### src/rtl/regfile_write_queue.sv
// Write-request queue in front of the register file's 3-to-8 write-select decoder.
// Buffers register writes, issues one per cycle in FIFO order, and forwards the youngest pending write.
module regfile_write_queue #(
    parameter int DATA_WIDTH = 32,
    parameter int DEPTH      = 4,
    parameter int CNT_WIDTH  = 3
) (
    input  logic                  clock,
    input  logic                  ctrl_reset,
    input  logic                  in_valid,
    output logic                  in_ready,
    input  logic [2:0]            in_addr,
    input  logic [DATA_WIDTH-1:0] in_data,
    input  logic                  stall,
    output logic [2:0]            wr_ctrl,
    output logic                  wr_enable,
    output logic [DATA_WIDTH-1:0] wr_data,
    input  logic [2:0]            query_addr,
    output logic                  query_hit,
    output logic [DATA_WIDTH-1:0] query_data,
    output logic [CNT_WIDTH-1:0]  count,
    output logic                  empty,
    output logic                  full
);

    localparam int PTR_W = $clog2(DEPTH);

    logic [PTR_W-1:0]      head_q, head_d;
    logic [PTR_W-1:0]      tail_q, tail_d;
    logic [CNT_WIDTH-1:0]  count_q, count_d;
    logic [DEPTH-1:0]      valid_q, valid_d;
    logic [2:0]            addr_q [DEPTH];
    logic [DATA_WIDTH-1:0] data_q [DEPTH];

    logic accept;
    logic push;
    logic pop;

    // Status and handshake
    assign empty     = (count_q == '0);
    assign full      = (count_q == CNT_WIDTH'(DEPTH));
    assign count     = count_q;
    assign in_ready  = !full;
    assign accept    = in_valid && in_ready;
    // Writes to register 0 complete the handshake but are dropped here.
    assign push      = accept && (in_addr != 3'd0);
    assign pop       = !empty && !stall;
    assign wr_enable = pop;

    // Head entry drives the decoder; forced to zero when nothing is queued.
    always_comb begin
        // NOTE: every output of a combinational block gets a default first, so no path leaves it unassigned and infers a latch.
        wr_ctrl = 3'd0;
        wr_data = '0;
        if (!empty) begin
            wr_ctrl = addr_q[head_q];
            wr_data = data_q[head_q];
        end
    end

    // Next-state: pop clears the head slot, push fills the tail slot.
    always_comb begin
        head_d  = head_q;
        tail_d  = tail_q;
        valid_d = valid_q;
        if (pop) begin
            valid_d[head_q] = 1'b0;
            head_d          = head_q + PTR_W'(1);
        end
        if (push) begin
            valid_d[tail_q] = 1'b1;
            tail_d          = tail_q + PTR_W'(1);
        end
        count_d = count_q + CNT_WIDTH'(push) - CNT_WIDTH'(pop);
    end

    // Walk oldest to youngest so the last match seen is the youngest.
    logic [PTR_W-1:0] scan_idx;
    always_comb begin
        query_hit  = 1'b0;
        query_data = '0;
        scan_idx   = '0;
        if (query_addr != 3'd0) begin
            for (int i = 0; i < DEPTH; i++) begin
                scan_idx = head_q + PTR_W'(i);
                if (valid_q[scan_idx] && (addr_q[scan_idx] == query_addr)) begin
                    query_hit  = 1'b1;
                    query_data = data_q[scan_idx];
                end
            end
        end
    end

    always_ff @(posedge clock or posedge ctrl_reset) begin
        if (ctrl_reset) begin
            head_q  <= '0;
            tail_q  <= '0;
            count_q <= '0;
            valid_q <= '0;
        end else begin
            // NOTE: sequential state uses non-blocking assignments so every register samples pre-edge values.
            head_q  <= head_d;
            tail_q  <= tail_d;
            count_q <= count_d;
            valid_q <= valid_d;
        end
    end

    // NOTE: entry storage is not reset; valid bits and the empty gate keep stale contents off every output.
    always_ff @(posedge clock) begin
        if (push) begin
            addr_q[tail_q] <= in_addr;
            data_q[tail_q] <= in_data;
        end
    end

endmodule

### config.mk
export PLATFORM = sky130hd
export DESIGN_NAME = regfile_write_queue
export DESIGN_NICKNAME = d
export VERILOG_FILES = /design/src/rtl/regfile_write_queue.sv
export SDC_FILE = /design/constraint.sdc
export NUM_CORES = 1
export LEC_CHECK = 0
export CORE_MARGIN = 4
export CORE_UTILIZATION = 40
export DETAILED_ROUTE_END_ITERATION = 10
export GPL_ROUTABILITY_DRIVEN = 0
export PLACE_DENSITY = 0.67
export SLEW_MARGIN = 20
export SYNTH_ARGS = -nofsm -noshare
export SYNTH_HDL_FRONTEND = slang
export SYNTH_SLANG_ARGS = --single-unit
### constraint.sdc
create_clock -name clock -period 9.05 [get_ports clock]
set_input_delay 1.3575 -clock clock [delete_from_list [all_inputs] [get_ports clock]]
set_output_delay 1.3575 -clock clock [all_outputs]
set_load 0.005 [all_outputs]
# Word-level counts from Yosys, hierarchy flattened

Memories as Yosys holds them, arrays and structs flattened.
Cells that the tools add are included.

Bitwise logic cells: 3
Equal/unequal tests: 5
Order comparisons: 7
Reduce and logical (&&, ||, !) cells: 15
Muxes and demuxes: 28
Add/sub/neg operators: 6

Operators by type and width:

| kind                                                                                | number |
|---|---|
| 32-bit two-way mux                                                                  | 6 |
| 2-bit by 3-bit < comparator with 1-bit output, second input constant                | 5 |
| 1-bit two-way mux                                                                   | 13 |
| 3-bit == test                                                                       | 4 |
| 1-bit logical AND                                                                   | 9 |
| 1-bit binary-select mux with 2-bit select                                           | 4 |
| 4-bit two-way mux                                                                   | 2 |
| 3-bit nonzero test                                                                  | 2 |
| 2-bit by 1-bit adder with 2-bit output, second input constant                       | 2 |
| 2-bit adder, second input constant                                                  | 2 |
| 4-bit AND                                                                           | 1 |
| 1-bit demux with 2-bit select                                                       | 2 |
| 2-bit by 1-bit greater-or-equal comparator with 1-bit output, second input constant | 2 |
| 4-bit NOT                                                                           | 1 |
| 4-bit bitwise OR                                                                    | 1 |
| 3-bit by 1-bit adder with 3-bit output                                              | 1 |
| 3-bit == test, second input constant                                                | 1 |
| 1-bit zero test                                                                     | 3 |
| 3-bit zero test                                                                     | 1 |
| 3-bit two-way mux                                                                   | 1 |
| 3-bit by 1-bit subtractor with 3-bit output                                         | 1 |

RAM bits: 140
Output and inout bits: 75
Logic and storage cells: 70
Bits of input ports: 42
Memories kept: 2
Flip-flop bits (word level): 11

Memories:

| name   | depth | bits a word | read ports | clocked after memory_dff | write ports | line | text |
|---|---|---|---|---|---|---|---|
| data_q | 4     | 32          | 4          | 0                        | 1           | 33   | `logic [DATA_WIDTH-1:0] data_q [DEPTH];` |
| addr_q | 4     | 3           | 4          | 0                        | 1           | 32   | `logic [2:0] addr_q [DEPTH];` |

# Logic depth before layout (Yosys ltp)

Gate-level depths: netlist (run 1).

Word-level depth: 9
Gate-level depth with buffers: 17
Mapped depth without buffers: 11

# Worst setup path before layout (run 1)

No wires, ideal clock.

Path kind: reg-to-output
Start: register head_q[1]
End: output query_data[30]
Stages on the path, launching flop included: 16
Path buffers: 10
Slack: 3.998 ns
Data required time: 7.693 ns
Data arrival time: 3.694 ns
Cell sequence: dfrtp_1 > buf_6 > buf_6 > buf_2 > clkbuf_1 > buf_2 > inv_1 > ha_1 > buf_2 > buf_2 > buf_2 > buf_2 > buf_2 > mux4_2 > a32o_1 > a21o_1

Word-level cells in the longest chain between the ends: 8
Elaborated cells between the ends (all ways): 26
Those cells by class: add/sub (3); eq/ne (4); mux (13); reduce/logical (4); memory (2)

RTL lines:

| what                                                                 | line | text |
|---|---|---|
| start: declaration                                                   | 28   | `logic [PTR_W-1:0] head_q, head_d;` |
| start signal: assignment                                             | 96   | `head_q <= '0;` |
| start signal: assignment                                             | 102  | `head_q <= head_d;` |
| 2-bit by 1-bit adder with 2-bit output, or another cell as far along | 85   | `scan_idx = head_q + PTR_W'(i);` |
| memory 4 x 3 bit, or another cell as far along                       | -    |  |
| 3-bit == test, or another cell as far along                          | 86   | `if (valid_q[scan_idx] && (addr_q[scan_idx] == query_addr)) begin` |
| 1-bit logical AND or 32-bit two-way mux (tied branches)              | 86   |  |
| 32-bit two-way mux (2 in a row)                                      | 86   |  |
| 32-bit two-way mux *                                                 | 86   |  |
| 32-bit two-way mux *                                                 | 83   | `if (query_addr != 3'd0) begin` |
| end: declaration                                                     | 20   | `output logic [DATA_WIDTH-1:0] query_data,` |

Mark *: on every way between the ends. The rest lies on a longest branch, timed or not. The select of a mux whose other input is x is not followed.

# Worst setup path after layout (run 1)

Start: register head_q[0]
End: output query_data[19]

The elaborated chain is that of the path after synthesis.

==> results.py, run 1 <==
metrics = {
    "run_status": {
        "status": "finished clean",
    },
    "yosys": {
        "synth_cell_types": 41,
        "ys_seq_area_share_pct": 44.8,
        "netlist_instances": 649,
        "ys_top_cells_by_count": "edfxtp_1, mux4_2, inv_1",
        "synthArstFlopShare_pct": 7.28,
        "syn_area_per_cell_um2": 15.4,
        "synth.most_common_cell": "edfxtp_1",
        "synth_fp_nets": 702,
        "synth_ff_type": "edfxtp_1",
        "synth_edf_count": 140,
        "synth_top_area_cell": "edfxtp_1",
        "netlist_area_mm2": 0.0100,
        "ys_top_cells_by_area": "edfxtp_1, mux4_2, o31ai_2",
        "synth_top_area_share_pct": 42.0,
        "synth_warnings": 0,
        "ys_ff_latch": 151,
    },
    "clocking": {
        "cts_resized": 0,
        "htreeDepth": 4,
        "ctsHoldBuffers": 0,
        "clock_latency_ps": 420,
        "path_clk_slew_ps": 60,
        "clock-sinks": 151,
        "cts_root_buf": "clkbuf_16",
        "cts_inserted_buffers": 17,
        "cts_tree": "done",
        "postCtsSetupBuffers": 0,
        "clk_path_buf_depth": 2,
    },
    "detailed_routing": {
        "routed_via_density": 6.35,
        "wl_per_cell_um": 24.6,
        "ant_nets": 0,
        "dr.pass1.iters": 5,
        "first_iter_violations": 583,
        "num_vias": 6747,
        "routed_wl_mm": 26.1,
        "drc": 0,
    },
    "sta": {
        "skew_ps": 9.63,
        "worst_pin_slew_ps": 901,
        "hold_viol": 0,
        "fin_hold_ws_ps": 570,
        "tns_ps": 0,
        "grt_setup_unrepaired": "no",
        "fmax_ghz": 0.142,
        "finalMaxSlewViolations": 0,
        "min_period_over_period_pct": 77.9,
        "min_period_ps": 7050,
        "slew_headroom_pct": 40.0,
        "setup_violations": 0,
    },
    "critical_path": {
        "worstPathRequired_ps": 7690,
        "critPathArrivalTime_ps": 5690,
        "slowest_stage": "and4_2",
        "cp_top_family": "buffers and inverters",
        "start_kind": "register",
        "crit_type": "reg -> out",
        "crit_path_max_fanout": 50,
        "end_kind": "output pin",
        "crit_chain": "inv_2, ha_4, buf_4, mux2i_1, xnor2_1, o32ai_1, and4_2, a32o_1, a21o_1, clkdlybuf4s50_1",
        "worst-path-buf-inv": 3,
        "slowest_delay_ps": 950,
        "ff2ff_setup_slack_ps": 6050,
    },
    "worst_hold_path": {
        "hold_class": "reg -> reg",
    },
    "job": {
        "drv_cap": 0,
    },
    "floorplanning": {
        "core_area_mm2": 0.0245,
        "dieArea_mm2": 0.0276,
        "pin_count": 117,
        "start_util_pct": 40.9,
        "die_height_um": 166,
        "row_count": 57,
        "dieWidth_um": 166,
    },
    "global_routing": {
        "gr-total-overflow": 0,
        "grt_pass1_wl_mm": 40.9,
        "gr-usage-all-layers_pct": 18.8,
        "grt_max_degree": 79,
        "antenna_found_initial": 0,
        "grt_pass1_vias": 7163,
    },
    "placement": {
        "dp.final_hpwl_mm": 15.9,
        "io_buffers": 116,
    },
    "final_layout": {
        "nets": 778,
        "drive_gt1_share_pct": 30.4,
        "diodes": 0,
        "fillers": 2017,
        "synthToLayoutAreaGrowth_pct": 19.8,
    },
    "power": {
        "peakVddDrop_mv": 0.232,
        "power_density_mw_per_mm2": 393,
        "p_leak_nw": 4.20,
    },
}
## worst reg2reg max path, delay by kind of cell, from the launching register on
| family | cells | cell delay, ps |
|---|---|---|
| buffers and inverters | 2 | 1040 |
| DFF | 1 | 930 |
| adders and majority gates | 1 | 660 |
| and+or+nand+nor | 1 | 130 |
| AOI/OAI and AO/OA | 1 | 130 |
## worst paths after layout
path | start | end | depth (start not counted)
min in group asynchronous | ctrl_reset | head_q[0] | 2
worst min-delay path | count[2] | count[2] | 1
worst min register to register | count[2] | count[2] | 1
worst max register to register | head_q[0] | head_q[1] | 5
worst max-delay path | head_q[0] | query_data[19] | 10
max in group asynchronous | ctrl_reset | head_q[1] | 2
## sequential cells by signal (all words and copies together) (netlist names)
register	count
data_q	128
addr_q	12
valid_q	4
count	3
head_q	2
tail_q	2
## routing by layer
metal  share of wire (%)  routed length, µm  global-route usage, %
met4                 1.5                386                   5.63
met3                 6.6               1720                   3.45
met1                  40              10400                   23.9
met2                  52              13500                   32.9
met5                   0                  0                      0
## area by class of cell
cell class | count | area (µm²) | area share [%]
Timing Repair Buffer | 125 | 1250 | 10.4
Clock inverter | 14 | 159 | 1.33
Clock buffer | 18 | 429 | 3.58
Inverter | 42 | 158 | 1.31
Tap cell | 324 | 405 | 3.38
Multi-Input combinational cell | 388 | 5100 | 42.5
Sequential cell | 151 | 4490 | 37.4
## where the power goes
part / switching (W) / leakage (nW) / total, W / internal (W)
logic: 0.00137 / 2.52 / 0.00292 / 0.00155
clock network: 0.000277 / 0.271 / 0.000707 / 0.000430
registers: 0.000160 / 1.41 / 0.00108 / 0.000922
total: 0.00181 / 4.20 / 0.00471 / 0.00290
## kinds of logic (layout without fill, tap and decap cells)
kind of cell    Yosys count  count (layout)  share of synthesized area, %
buf+inv                 110             199                          4.94
mux                     150             150                          32.1
simple gates             97              97                          4.49
xor+xnor                 21              21                          1.84
compound gates          109             109                          10.5
fa+ha+maj                11              11                          1.45
flops                   151             151                          44.8
## cells in the final DEF, fill, tap and decap left out, drive strengths merged
master / count
a21o: 36
a31oi: 1
a32o: 32
a41oi: 1
and2: 5
and3: 1
and4: 1
buf: 9
bufinv: 3
clkbuf: 18
clkdlybuf4s50: 116
clkinv: 5
clkinvlp: 6
dfrtp: 11
edfxtp: 140
fa: 1
ha: 10
inv: 42
mux2: 4
mux2i: 10
mux4: 136
nand2: 12
nand2b: 2
nand3: 33
nand4: 1
nor2: 37
nor2b: 1
nor3: 2
o21ai: 2
o221ai: 2
o311a: 1
o31ai: 32
o32ai: 2
or3: 1
or4b: 1
xnor2: 14
xor2: 7
## through the flow
step	power [W]	instance area, µm²	std cells	setup slack (ps)	utilization [%]
5_1_grt	0.00497	12000	1062	1630	49.0
3_3_place_gp	0.00394	11400	1029	2510	46.5
2_1_floorplan	0.00300	10000	649	4000	-
6_report	0.00471	12000	1062	2000	49.0
4_1_cts	0.00475	12000	1062	1950	49.0
3_5_place_dp	0.00402	11400	1030	2410	46.6
No activity file was read; power rests on OpenSTA's default activity.
==> run 2, diff against run 1 <==
PLACE_DENSITY = 0.7   (was 0.67)
clock period = 5.9 ns   (was 9.05 ns; I/O delays follow)
==> run 2 against run 1 <==
Compared with the run above:
- die area is the same
- first-iteration DRC count up 1.2%
- hold slack got worse by 6.5 ps
- global-route usage decreased by 0.33 points
- routed wire length decreased by 1.7%
- via count decreased by 0.36%
- non-clock buffer count grew 1
- flip-flop and latch count did not move
- sequential share of layout area is 0.11 points higher
- worst setup slack lost 1400 ps
- cell area shrank 0.30%
- clock skew rose by 1.8 ps
==> results.py, run 2 (same netlist as run 1, synthesis figures left out) <==
metrics = {
    "critical_path": {
        "end_kind": "output pin",
        "start_kind": "register",
        "slowest_delay_ps": 910,
        "crit_chain": "inv_1, ha_4, mux2i_1, xnor2_1, o32ai_1, and4_2, a32o_1, a21o_1, clkdlybuf4s50_1",
        "crit_path_max_fanout": 32,
        "worstPathRequired_ps": 5020,
        "crit_type": "reg -> out",
        "cp_top_family": "compound AO/OA/AOI/OAI gates",
        "ff2ff_setup_slack_ps": 3470,
        "slowest_stage": "and4_2",
        "critPathArrivalTime_ps": 4430,
        "worst-path-buf-inv": 2,
    },
    "floorplanning": {
        "row_count": 57,
        "start_util_pct": 40.9,
        "dieWidth_um": 166,
        "pin_count": 117,
        "die_height_um": 166,
        "dieArea_mm2": 0.0276,
        "core_area_mm2": 0.0245,
    },
    "clocking": {
        "clk_path_buf_depth": 2,
        "cts_tree": "done",
        "postCtsSetupBuffers": 0,
        "ctsHoldBuffers": 0,
        "htreeDepth": 4,
        "clock-sinks": 151,
        "cts_inserted_buffers": 17,
        "cts_root_buf": "clkbuf_16",
        "path_clk_slew_ps": 60,
        "clock_latency_ps": 420,
        "cts_resized": 0,
    },
    "power": {
        "internal_power_w": 0.00436,
        "p_leak_nw": 4.19,
        "sw_frac_of_total_pct": 39.0,
        "power_density_mw_per_mm2": 598,
        "peakVddDrop_mv": 0.494,
        "comb_power_share_pct": 63.1,
        "seqPwrFrac_pct": 22.7,
        "switching_power_w": 0.00279,
        "fin_total_pwr_w": 0.00715,
        "p_clk_share_pct": 14.2,
    },
    "detailed_routing": {
        "wl_met3_mm": 1.73,
        "first_iter_violations": 590,
        "drc": 0,
        "dr_wl_met2_mm": 13.8,
        "wirelength_met1_mm": 9.82,
        "top_layer": "met4",
        "dr.pass1.iters": 8,
        "wl_per_cell_um": 24.1,
        "routed_via_density": 6.32,
        "ant_nets": 0,
        "num_vias": 6723,
        "routed_wl_mm": 25.6,
    },
    "global_routing": {
        "grt_pass1_vias": 7023,
        "gr-total-overflow": 0,
        "gr-usage-all-layers_pct": 18.4,
        "grt_max_degree": 139,
        "grt_pass1_wl_mm": 40.0,
        "antenna_found_initial": 0,
    },
    "final_layout": {
        "diodes": 0,
        "final_cell_mix": "edfxtp_1, mux4_2, clkdlybuf4s50_1, inv_1",
        "final_cells": 1063,
        "largest_reg_flops": 128,
        "drive_gt1_share_pct": 30.3,
        "largestRegisters": "data_q: 128 flops, addr_q: 12 flops, valid_q: 4 flops",
        "nets": 779,
        "design_area_mm2": 0.0120,
        "regMostFlops": "data_q",
        "synthToLayoutAreaGrowth_pct": 19.4,
        "final_common_cell": "edfxtp_1",
    },
    "sta": {
        "slew_headroom_pct": 37.0,
        "fin_hold_ws_ps": 563,
        "skew_ps": 11.4,
        "setup_violations": 0,
        "worst_pin_slew_ps": 946,
        "hold_viol": 0,
        "min_period_ps": 5320,
        "grt_setup_unrepaired": "no",
        "tns_ps": 0,
        "finalMaxSlewViolations": 0,
        "fmax_ghz": 0.188,
        "min_period_over_period_pct": 90.1,
    },
    "placement": {
        "io_buffers": 116,
        "dp.final_hpwl_mm": 15.6,
        "dpl.cell_count": 1031,
        "dpl_cell_area_mm2": 0.0114,
    },
    "worst_hold_path": {
        "hold_class": "reg -> reg",
    },
    "job": {
        "drv_cap": 0,
    },
    "run_status": {
        "status": "finished clean",
    },
}
run 2: path summary, 6_finish.rpt:
kind	from	to	depth (start not counted)
setup / recovery	head_q[1]	query_data[23]	9
hold / removal	count[2]	count[2]	1
setup reg to reg	count[1]	count[2]	9
hold reg to reg	count[2]	count[2]	1
max in group asynchronous	ctrl_reset	head_q[1]	2
min in group asynchronous	ctrl_reset	tail_q[0]	2
run 2: final cells by class:
class / instances / area (µm²)
fill: 2033 / 12500
multi-input combinational: 388 / 5100
sequential: 151 / 4490
timing repair buffer: 126 / 1250
clock buffer: 18 / 429
tap: 324 / 405
inverter: 42 / 158
clock inverter: 14 / 126
run 2: per-stage QoR:
step | setup WS, ps | util (%)
5_1_grt | 364 | 48.9
2_1_floorplan | 1320 | -
6_report | 584 | 48.9
4_1_cts | 548 | 48.9
3_5_place_dp | 727 | 46.6
3_3_place_gp | 845 | 46.6
run 2: power groups by stage:
stage | combinational [W] | sequential [W] | clock [W]
floorplan | 0.00305 | 0.00154 | 0
global placement | 0.00443 | 0.00161 | 0
detailed placement | 0.00453 | 0.00164 | 0
CTS | 0.00455 | 0.00162 | 0.00103
global route | 0.00486 | 0.00165 | 0.00108
finish | 0.00451 | 0.00163 | 0.00101
run 2: routing by layer:
| metal | vias up | GRT usage (%) |
|---|---|---|
| li1 | 2846 | - |
| met1 | 3562 | 23.0 |
| met2 | 287 | 32.8 |
| met3 | 28 | 3.76 |
| met4 | 0 | 4.95 |
| met5 | - | 0 |
run 2: worst reg2reg max path: cells and delay by family (launching register included):
kind          cells  cell delay [ps]
xor+xnor          2              340
buf+inv           2              110
fa+ha+maj         3              850
flops             1              470
simple gates      2              600
